File: src/rtl/t05_fetch_pkg.sv
// Shared types and constants for the t05 instruction fetch stage.
package t05_fetch_pkg;

  typedef enum logic [1:0] {
    IDLE  = 2'd0,
    WAIT  = 2'd1,
    VALID = 2'd2,
    ERROR = 2'd3
  } fetch_state_t;

  localparam logic [31:0] NOP_INSTR = 32'h0000_0013;
  localparam logic [31:0] PC_STEP   = 32'd4;

  // Clear the byte-offset bits so a redirect always lands on a word boundary.
  function automatic logic [31:0] align_pc(input logic [31:0] a);
    return a & ~32'd3;
  endfunction

endpackage

File: src/rtl/t05_instruction_fetch_if.sv
// Memory-request and decode-handoff signals of the fetch stage.
// master: the fetch stage. slave: memory handler plus decode unit.
interface t05_instruction_fetch_if;

  logic        mem_req;
  logic [31:0] mem_addr;
  logic        mem_ack;
  logic [31:0] mem_rdata;
  logic [31:0] instruction;
  logic [31:0] pc_out;
  logic        instr_valid;
  logic        instr_ready;

  modport master (
    output mem_req, mem_addr, instruction, pc_out, instr_valid,
    input  mem_ack, mem_rdata, instr_ready
  );

  modport slave (
    input  mem_req, mem_addr, instruction, pc_out, instr_valid,
    output mem_ack, mem_rdata, instr_ready
  );

endinterface

File: src/rtl/t05_fetch_timer.sv
// Saturating wait counter for the fetch stage. o_expired pulses while
// enabled and the count has reached LIMIT-1 (LIMIT in 1..65535).
module t05_fetch_timer #(
  parameter int unsigned LIMIT = 255
) (
  input  logic clk,
  input  logic rst,
  input  logic i_clear,
  input  logic i_enable,
  output logic o_expired
);

  localparam logic [15:0] LAST = 16'(LIMIT - 1);

  logic [15:0] r_count;

  // Count enabled cycles, holding at LAST; clear has priority.
  // NOTE: sequential state uses non-blocking (<=) so every flop samples pre-edge values.
  always_ff @(posedge clk or posedge rst) begin
    if (rst) begin
      r_count <= '0;
    end else if (i_clear) begin
      r_count <= '0;
    end else if (i_enable && (r_count != LAST)) begin
      r_count <= r_count + 16'd1;
    end
  end

  assign o_expired = i_enable && (r_count == LAST);

endmodule

File: src/rtl/t05_instruction_fetch.sv
// Instruction fetch stage: holds the PC, issues one read at a time over
// req/ack, hands the word to decode over valid/ready, and follows
// redirects from execute. Optional build macro T05_FETCH_MISALIGN_TRAP_EN
// adds a sticky misalign_err output and traps misaligned redirect targets.
module t05_instruction_fetch
  import t05_fetch_pkg::*;
#(
  parameter logic [31:0] RESET_PC       = 32'h0000_0000,
  parameter int unsigned TIMEOUT_CYCLES = 255
) (
  input  logic                    clk,
  input  logic                    rst,
  input  logic                    i_en,
  input  logic                    i_load_pc,
  input  logic [31:0]             i_pc_target,
  t05_instruction_fetch_if.master bus,
  output logic                    o_fetch_err
`ifdef T05_FETCH_MISALIGN_TRAP_EN
  ,
  output logic                    o_misalign_err
`endif
);

  fetch_state_t r_state, w_state_next;

  logic [31:0] r_pc, w_pc_next;
  logic [31:0] r_mem_addr, w_mem_addr_next;
  logic [31:0] r_instruction, w_instruction_next;
  logic [31:0] r_pc_out, w_pc_out_next;
  logic [31:0] r_target, w_target_next;
  logic        r_mem_req, w_mem_req_next;
  logic        r_instr_valid, w_instr_valid_next;
  logic        r_fetch_err, w_fetch_err_next;
  logic        r_flush, w_flush_next;

  logic        w_timer_clear;
  logic        w_timer_en;
  logic        w_timer_expired;
  logic [31:0] w_target_in;
  logic [31:0] w_redirect_pc;
  logic [31:0] w_pc_inc;
  logic        w_target_bad;
  logic        w_trap_pending;

`ifdef T05_FETCH_MISALIGN_TRAP_EN
  logic r_misalign_err;
  logic r_misalign_pend;
  logic w_misalign_set;

  assign w_target_in    = i_pc_target;
  assign w_target_bad   = |i_pc_target[1:0];
  assign w_trap_pending = r_misalign_pend;
  assign w_misalign_set = i_load_pc && w_target_bad && ((r_state == WAIT) || (r_state == VALID));
`else
  assign w_target_in    = align_pc(i_pc_target);
  assign w_target_bad   = 1'b0;
  assign w_trap_pending = 1'b0;
`endif

  assign w_pc_inc = r_pc + PC_STEP;

  t05_fetch_timer #(
    .LIMIT (TIMEOUT_CYCLES)
  ) u_timer (
    .clk       (clk),
    .rst       (rst),
    .i_clear   (w_timer_clear),
    .i_enable  (w_timer_en),
    .o_expired (w_timer_expired)
  );

  // FSM state register.
  always_ff @(posedge clk or posedge rst) begin
    if (rst) begin
      r_state <= IDLE;
    end else begin
      r_state <= w_state_next;
    end
  end

  // Next-state and next-datapath decisions for every FSM state.
  // NOTE: every signal written here gets a default first, so no latch is inferred.
  always_comb begin
    w_state_next       = r_state;
    w_pc_next          = r_pc;
    w_mem_addr_next    = r_mem_addr;
    w_instruction_next = r_instruction;
    w_pc_out_next      = r_pc_out;
    w_target_next      = r_target;
    w_mem_req_next     = r_mem_req;
    w_instr_valid_next = r_instr_valid;
    w_fetch_err_next   = r_fetch_err;
    w_flush_next       = r_flush;
    w_timer_clear      = 1'b1;
    w_timer_en         = 1'b0;
    // A redirect seen with the ack wins over one latched earlier.
    w_redirect_pc      = i_load_pc ? w_target_in : r_target;

    case (r_state)
      IDLE: begin
        if (i_en) begin
          w_state_next    = WAIT;
          w_mem_req_next  = 1'b1;
          w_mem_addr_next = r_pc;
        end
      end

      WAIT: begin
        w_timer_clear = bus.mem_ack;
        w_timer_en    = ~bus.mem_ack;
        if (bus.mem_ack) begin
          if (w_trap_pending || (i_load_pc && w_target_bad)) begin
            w_state_next     = ERROR;
            w_mem_req_next   = 1'b0;
            w_fetch_err_next = 1'b1;
          end else if (r_flush || i_load_pc) begin
            // Stale word: drop it and re-issue at the redirect target.
            w_pc_next       = w_redirect_pc;
            w_mem_addr_next = w_redirect_pc;
            w_flush_next    = 1'b0;
          end else begin
            w_instruction_next = bus.mem_rdata;
            w_pc_out_next      = r_pc;
            w_instr_valid_next = 1'b1;
            w_mem_req_next     = 1'b0;
            w_state_next       = VALID;
          end
        end else if (w_timer_expired) begin
          w_state_next     = ERROR;
          w_mem_req_next   = 1'b0;
          w_fetch_err_next = 1'b1;
        end else if (i_load_pc) begin
          // Address must stay put until the outstanding read completes.
          w_target_next = w_target_in;
          w_flush_next  = 1'b1;
        end
      end

      VALID: begin
        if (i_load_pc) begin
          w_instr_valid_next = 1'b0;
          if (w_target_bad) begin
            w_state_next     = ERROR;
            w_fetch_err_next = 1'b1;
          end else begin
            w_pc_next       = w_target_in;
            w_state_next    = WAIT;
            w_mem_req_next  = 1'b1;
            w_mem_addr_next = w_target_in;
          end
        end else if (bus.instr_ready) begin
          w_pc_next          = w_pc_inc;
          w_instr_valid_next = 1'b0;
          if (i_en) begin
            w_state_next    = WAIT;
            w_mem_req_next  = 1'b1;
            w_mem_addr_next = w_pc_inc;
          end else begin
            w_state_next = IDLE;
          end
        end
      end

      ERROR: begin
        w_mem_req_next     = 1'b0;
        w_instr_valid_next = 1'b0;
        w_fetch_err_next   = 1'b1;
      end

      default: begin
        w_state_next = IDLE;
      end
    endcase
  end

  // Datapath registers: PC, request, decode handoff and redirect bookkeeping.
  always_ff @(posedge clk or posedge rst) begin
    if (rst) begin
      r_pc          <= RESET_PC;
      r_mem_addr    <= RESET_PC;
      r_instruction <= NOP_INSTR;
      r_pc_out      <= RESET_PC;
      r_target      <= RESET_PC;
      r_mem_req     <= 1'b0;
      r_instr_valid <= 1'b0;
      r_fetch_err   <= 1'b0;
      r_flush       <= 1'b0;
    end else begin
      r_pc          <= w_pc_next;
      r_mem_addr    <= w_mem_addr_next;
      r_instruction <= w_instruction_next;
      r_pc_out      <= w_pc_out_next;
      r_target      <= w_target_next;
      r_mem_req     <= w_mem_req_next;
      r_instr_valid <= w_instr_valid_next;
      r_fetch_err   <= w_fetch_err_next;
      r_flush       <= w_flush_next;
    end
  end

`ifdef T05_FETCH_MISALIGN_TRAP_EN
  // Sticky misalign flag; a trap raised in WAIT waits for the ack to drain.
  always_ff @(posedge clk or posedge rst) begin
    if (rst) begin
      r_misalign_err  <= 1'b0;
      r_misalign_pend <= 1'b0;
    end else begin
      if (w_misalign_set) begin
        r_misalign_err <= 1'b1;
      end
      if (w_misalign_set && (r_state == WAIT) && !bus.mem_ack) begin
        r_misalign_pend <= 1'b1;
      end
    end
  end

  assign o_misalign_err = r_misalign_err;
`endif

  assign bus.mem_req     = r_mem_req;
  assign bus.mem_addr    = r_mem_addr;
  assign bus.instruction = r_instruction;
  assign bus.pc_out      = r_pc_out;
  assign bus.instr_valid = r_instr_valid;
  assign o_fetch_err     = r_fetch_err;

endmodule

File: src/flat_wrapper.sv
// flat-port wrapper written by rule: the top's interface ports become plain ports
module t05_instruction_fetch_flat import t05_fetch_pkg::*;
#(
  parameter logic [31:0] RESET_PC       = 32'h0000_0000,
  parameter int unsigned TIMEOUT_CYCLES = 255
)
  (clk, rst, i_en, i_load_pc, i_pc_target, o_fetch_err, bus_mem_req, bus_mem_addr, bus_instruction, bus_pc_out, bus_instr_valid, bus_mem_ack, bus_mem_rdata, bus_instr_ready);
  t05_instruction_fetch_if bus_i ();
  input  logic clk;
  input  logic rst;
  input  logic i_en;
  input  logic i_load_pc;
  input  logic [31:0] i_pc_target;
  output logic o_fetch_err;
  output wire logic [$bits(bus_i.mem_req)-1:0] bus_mem_req;
  output wire logic [$bits(bus_i.mem_addr)-1:0] bus_mem_addr;
  output wire logic [$bits(bus_i.instruction)-1:0] bus_instruction;
  output wire logic [$bits(bus_i.pc_out)-1:0] bus_pc_out;
  output wire logic [$bits(bus_i.instr_valid)-1:0] bus_instr_valid;
  input wire logic [$bits(bus_i.mem_ack)-1:0] bus_mem_ack;
  input wire logic [$bits(bus_i.mem_rdata)-1:0] bus_mem_rdata;
  input wire logic [$bits(bus_i.instr_ready)-1:0] bus_instr_ready;
  assign bus_mem_req = bus_i.mem_req;
  assign bus_mem_addr = bus_i.mem_addr;
  assign bus_instruction = bus_i.instruction;
  assign bus_pc_out = bus_i.pc_out;
  assign bus_instr_valid = bus_i.instr_valid;
  assign bus_i.mem_ack = bus_mem_ack;
  assign bus_i.mem_rdata = bus_mem_rdata;
  assign bus_i.instr_ready = bus_instr_ready;
  t05_instruction_fetch #(.RESET_PC(RESET_PC), .TIMEOUT_CYCLES(TIMEOUT_CYCLES)) u_core (.clk(clk), .rst(rst), .i_en(i_en), .i_load_pc(i_load_pc), .i_pc_target(i_pc_target), .bus(bus_i), .o_fetch_err(o_fetch_err));
endmodule
File: config.mk
export PLATFORM = sky130hd
export DESIGN_NAME = t05_instruction_fetch_flat
export DESIGN_NICKNAME = d
export VERILOG_FILES = /design/src/rtl/t05_fetch_pkg.sv /design/src/rtl/t05_instruction_fetch_if.sv /design/src/rtl/t05_fetch_timer.sv /design/src/rtl/t05_instruction_fetch.sv /design/src/flat_wrapper.sv
export SDC_FILE = /design/constraint.sdc
export NUM_CORES = 1
export LEC_CHECK = 0
export ABC_AREA = 1
export ABC_CLOCK_PERIOD_IN_PS = 7800
export CORE_MARGIN = 10
export CORE_UTILIZATION = 41
export DETAILED_ROUTE_END_ITERATION = 12
export SETUP_SLACK_MARGIN = 0.4
export SYNTH_ARGS = -nofsm -noshare
export SYNTH_HDL_FRONTEND = slang
export SYNTH_HIERARCHICAL = 1
export SYNTH_SLANG_ARGS = --single-unit
File: constraint.sdc
create_clock -name clk -period 7.8 [get_ports clk]
set_clock_uncertainty 0.1 [all_clocks]
set_input_delay 0.78 -clock clk [delete_from_list [all_inputs] [get_ports clk]]
set_output_delay 0.78 -clock clk [all_outputs]
set_load 0.03 [all_outputs]
# Word-level counts from Yosys, hierarchy flattened
# Index checks and enable logic that the tools add are counted.
[classes]
add_sub_neg = 2
n_eq_ne = 17
reduce_logical = 19
muxes = 42
n_bitwise = 3
[ops]
columns = ["op", "count"]
rows = [
  ["2-to-1 mux 32 bit", 9],
  ["case mux 32 bit (3 select lines)", 1],
  ["case mux 32 bit (2 select lines)", 1],
  ["adder 32 x 3 -> 32 bit (second input constant)", 1],
  ["2-to-1 mux 16 bit", 2],
  ["2-to-1 mux 1 bit", 19],
  ["adder 16 x 1 -> 16 bit (second input constant)", 1],
  ["== test 16 x 8 -> 1 bit (second input constant)", 1],
  ["!= test 16 x 8 -> 1 bit (second input constant)", 1],
  ["2-to-1 mux 2 bit", 6],
  ["!= test 2 bit (second input constant)", 6],
  ["!= test 3 bit (second input constant)", 4],
  ["AND reduction 3 bit", 4],
  ["AND reduction 4 bit", 3],
  ["nonzero test 2 bit", 4],
  ["case mux 2 bit (3 select lines)", 1],
  ["AND reduction 6 bit", 1],
  ["nonzero test 3 bit", 2],
  ["AND reduction 5 bit", 1],
  ["== test 2 bit (second input constant)", 2],
  ["!= test 2 x 1 -> 1 bit (second input constant)", 2],
  ["case mux 1 bit (4 select lines)", 1],
  ["NOT 1 bit", 3],
  ["case mux 1 bit (3 select lines)", 1],
  ["5 further kinds", 6],
]
[word_totals]
regBits = 182
input_bits = 70
output_inout_bits = 99
elab_cells = 94

# Longest topological paths before layout
[logic_depth]
ltp_word = 6
mapped_depth = 14
depth_no_buf = 12

# By module
# Netlist, hierarchy kept.
[by_module_without_submodules]
columns = ["mod", "instances", "seq_area_each_um2", "area_per_inst_um2", "cells_each"]
rows = [
  ["t05_instruction_fetch", 1, 4157.7, 8732.1, 1096],
  ["t05_fetch_timer", 1, 400.4, 1072.3, 160],
]

# Least setup slack after synthesis
# OpenSTA, ideal clock, no wires.
[synth_timing]
path_type = "input-to-reg"
from = "in i_load_pc"
to = "reg u_core.r_instruction[10] (netlist: u_core/bus.instruction[10])"
n_path_buf = 1
setup_ns = 0.125
arrival_ns = 1.756
path_slack_ns = 5.819
t_required_ns = 7.575
path_stages = 7
path_cell_list = "nor2_1 > inv_1 > nor2_1 > inv_2 > nor2_4 > buf_4 > mux2_2"
[synth_via]
elab_chain_cells = 3
[synth_rtl]
columns = ["item", "line", "text"]
rows = [
  ["start, declared", "flat_wrapper.sv:12", "input logic i_load_pc;"],
  ["logical OR 1 bit", "t05_instruction_fetch.sv:116", "end else if (r_flush || i_load_pc) begin"],
  ["NOT 1 bit (no line)", "-", ""],
  ["AND reduction 3 bit (no line)", "-", ""],
  ["end signal, assigned", "t05_instruction_fetch.sv:191", "r_instruction <= w_instruction_next;"],
  ["end, declared", "t05_instruction_fetch.sv:28", "logic [31:0] r_instruction, w_instruction_next;"],
]
# Every way passes these cells.
# A chain may end at the register's enable or synchronous reset.

# Worst setup path after layout
[layout_timing]
from = "reg u_core.r_state[1]"
to = "reg u_core.r_instruction[30] (netlist: u_core/bus.instruction[30])"
[layout_via]
elab_chain_cells = 2
[layout_rtl]
columns = ["item", "line", "text"]
rows = [
  ["start, declared", "t05_instruction_fetch.sv:24", "fetch_state_t r_state, w_state_next;"],
  ["start signal, assigned", "t05_instruction_fetch.sv:77", "r_state <= w_state_next;"],
  ["== test 2 x 1 -> 1 bit", "t05_instruction_fetch.sv:99", "case (r_state)"],
  ["AND reduction 3 bit (no line)", "-", ""],
]
# Every way passes these cells.

==> metrics.md <==
| Metric | Value |
|---|---|
| Hold buffer count at cts | `0` |
| Wire length of the first global-routing pass | `45000 µm` |
| Buf/Inv on CP | `4` |
| Cell chain of the critical path | `inv_1, ha_2, inv_4, nor2_1, inv_2, nor2_4, buf_4, mux2_2` |
| Mux cell area share after synthesis | `0.0391` |
| HPWL after detailed placement | `18800 µm` |
| Total global-route track usage | `0.180` |
| Die width | `175 µm` |
| Area share of xor/xnor cells in the synthesized design | `0.00625` |
| Share of synthesized registers carrying an async set or reset | `1.00` |
| Worst-margin pin slew | `984 ps` |
| Crit path kind | `flip-flop to flip-flop` |
| Drc violations | `0` |
| Synthesis warning total | `6` |
| Die Span Y | `175 µm` |
| Required time worst endpoint | `8030 ps` |
| Largest net degree at the start of global routing | `76` |
| Delay of the slowest cell on the worst path | `810 ps` |
| Top area cells in the synthesized netlist | `sky130_fd_sc_hd__dfrtp_1, sky130_fd_sc_hd__nand2_1, sky130_fd_sc_hd__nand3_1` |
| Number of enable flip-flop cells after synthesis | `0` |
| Kind of start point of the critical path | `flip-flop` |
| Fin crit share | `0.479` |
| Maximum frequency from static timing analysis | `0.267 GHz` |
| Critical path peak fanout | `65` |
| CTS resizes | `0` |
| Kind of end point of the critical path | `flip-flop` |
| Violation count after the first detailed-route iteration | `639` |
| Count of inserted antenna diode cells | `0` |
| Total iterations of the first detailed-routing run | `6` |
| Worst hold path depth | `2` |
| Startpoint of the tightest hold check path | `u_core/bus.mem_addr[23]` |
| Fraction of synthesized cell area taken by the top area cell type | `0.457` |
| Routed via count | `8771` |
| Remaining antenna violation count after routing | `0` |
| Unrepaired setup endpoints after global routing | `no` |
| Sum Neg Setup Slack | `0 ps` |
| Starting Density | `0.418` |
| Clock insertion delay at the later pin of the skew report | `440 ps` |
| Power density cells | `164 nW/µm²` |
| Post-synthesis share of cell area spent on and, or, nand and nor gates | `0.263` |
| Routability cong. | `0.865` |
| HP Class | `flip-flop to flip-flop` |
| Leakage | `5.51 nW` |
| Avg Vias per Cell | `5.09` |
| Dominant combinational cell family by area after synthesis | `simple AND/OR/NAND/NOR gates` |
| Filler cell count in the final layout | `2272` |
| Critical-path top delay cell | `sky130_fd_sc_hd__ha_2` |
| Via count of the first global-routing pass | `8648` |
| Unique cell type count in the Yosys netlist | `41` |
| Worst reg2reg path startpoint | `u_core/r_state[1]` |
| Site row count | `56` |
| DRT Wirelength | `27600 µm` |
| Sequential element share of the synthesized area | `0.465` |
| Number of antenna violations at the first check in global routing | `1` |
| Setup Fix Bufs, Post-CTS | `0` |
| Number of clock sinks | `182` |
| CTS Buf Count | `17` |
| Adder and majority cell fraction of the synthesized area | `0.00893` |
| Clock period minus worst slack | `3740 ps` |
| Core occupancy in the finished layout | `0.519` |
| Worst-path clk slew | `80 ps` |
| Max IR drop VDD | `0.118 mV` |
| Die outline area | `30500 µm²` |
| Fraction of layout cells with a size suffix above 1 | `0.0848` |
| Primary flip-flop cell chosen by synthesis mapping | `sky130_fd_sc_hd__dfrtp_1` |
| Crit. path cell count | `8` |
| Synthesized area | `9800 µm²` |
| Most used standard cells in the synthesized netlist | `sky130_fd_sc_hd__nand2_1, sky130_fd_sc_hd__dfrtp_1, sky130_fd_sc_hd__inv_1` |
| Layout Area Growth over Synthesis | `24.3%` |
| IO Count | `169` |
| Post-synth net total | `1333` |
| Relative slew slack | `0.343` |
| Final Hold Violating Endpoints | `0` |
| Dominant cell type by area after synthesis | `sky130_fd_sc_hd__dfrtp_1` |
| Total grt overflow | `0` |
| Max Transition Viols Final | `0` |
| Reg2reg path depth | `8` |
| Core outline area | `23500 µm²` |
| Arrival time at the worst endpoint | `3970 ps` |
| TritonCTS clock tree | `done` |
| Number of instances in the synthesized netlist | `1256` |
| Number of synthesized register bits | `182` |
| Setup Viol. Count Final | `0` |
| CTS max path bufs | `2` |
| FF-to-FF setup slack | `4060 ps` |
| Count of buffers inserted at the top-level ports | `166` |
| Top-count cell post-synth | `sky130_fd_sc_hd__nand2_1` |
| # H-tree levels | `4` |
| Number of max-cap violations | `0` |
| Buffer type at the clock tree root | `sky130_fd_sc_hd__clkbuf_16` |
| WL/cell | `16.0 µm` |
| Average cell area after synthesis | `7.81 µm²` |
| Post-synthesis compound-gate area fraction | `0.135` |
| Critical path origin | `u_core/r_state[1]` |
| Number of nets in the final layout | `1467` |
| Largest delay contributor family on the critical path | `buffers and inverters` |
| Outcome | `complete, no violations` |
[cells in the final DEF (no fill, tap or decap), types with 5 or more instances in the layout]
cell type and count:
sky130_fd_sc_hd__nor2_4 6, sky130_fd_sc_hd__a31oi_1 5, sky130_fd_sc_hd__inv_1 117, sky130_fd_sc_hd__xor2_1 7, sky130_fd_sc_hd__dfrtp_1 179, sky130_fd_sc_hd__mux2_2 34
sky130_fd_sc_hd__nand4_1 14, sky130_fd_sc_hd__o21ai_0 80, sky130_fd_sc_hd__nor2_1 84, sky130_fd_sc_hd__clkdlybuf4s50_1 165, sky130_fd_sc_hd__a21oi_2 5, sky130_fd_sc_hd__buf_4 8
sky130_fd_sc_hd__nand3_1 108, sky130_fd_sc_hd__clkbuf_16 17, sky130_fd_sc_hd__ha_1 6, sky130_fd_sc_hd__nor2_2 7, sky130_fd_sc_hd__nand2_2 6, sky130_fd_sc_hd__o21ai_1 15
sky130_fd_sc_hd__o22ai_1 9, sky130_fd_sc_hd__a21oi_1 79, sky130_fd_sc_hd__inv_8 5, sky130_fd_sc_hd__o21a_1 31, sky130_fd_sc_hd__nand2_1 372
[per-stage QoR]
step	area (µm²)	power, mW	hold WS [ps]	worst slack (ps)	instances
final	12200	1.99	376	4060	1722
after floorplan	9800	1.08	350	2430	1256
after global routing	12200	2.08	399	3840	1722
after CTS	12200	2.02	384	4030	1722
after global placement	11600	1.16	363	4030	1690
after detailed placement	11600	1.16	365	3990	1690
[worst paths after layout]
check                                             end
max                        u_core/bus.instruction[30]
min in group asynchronous   u_core/bus.instruction[2]
max in group asynchronous       u_core/bus.pc_out[20]
min reg2reg                   u_core/bus.mem_addr[23]
min                           u_core/bus.mem_addr[23]
max reg2reg                u_core/bus.instruction[30]
[layout make-up]
type                    count  area, µm²  share of cell area
clock buffers              19        443              0.0363
clock inverters            13        133              0.0109
repair buffers            174       1720               0.141
well taps                 319        399              0.0328
flip-flops and latches    182       4560               0.374
multi-input cells         888       4440               0.365
inverters                 127        493              0.0405
[metal layers]
metal  vias to the layer above  wire, µm  global-route usage
li1                       4349         -                   -
met1                      4160     11700               0.216
met2                       245     13400               0.303
met3                        15      2200              0.0604
met4                         2       209              0.0417
met5                         -        17                   0
[cells by family (layout without fill, tap and decap cells)]
family | Yosys count | after routing
flops | 182 | 182
xor+xnor | 7 | 7
compound gates | 234 | 234
simple gates | 606 | 606
fa+ha+maj | 7 | 7
mux | 34 | 34
buf+inv | 186 | 333
[worst reg2reg max path: cells and delay by family, from the launching register on]
family	cells	cell delay [ps]
AND/OR/NAND/NOR	2	840
flip-flops	1	410
adder cells (fa/ha/maj)	1	810
multiplexers	1	470
buffers and inverters	4	1010
[flip-flops by register name, indices dropped and copies added, names as in the netlist, 2 cells and up]
signal                  count
u_core/r_target            32
u_core/r_state              2
u_core/bus.pc_out          32
u_core/bus.instruction     32
u_core/bus.mem_addr        32
u_core/u_timer/r_count     16
u_core/r_pc                32
[power breakdown]
group          internal (mW)  total (mW)  switching, mW
logic                 0.0731       0.166         0.0925
clock network          0.435       0.853          0.418
registers              0.966       0.976        0.00949
Power figures use the tool's default switching activity.
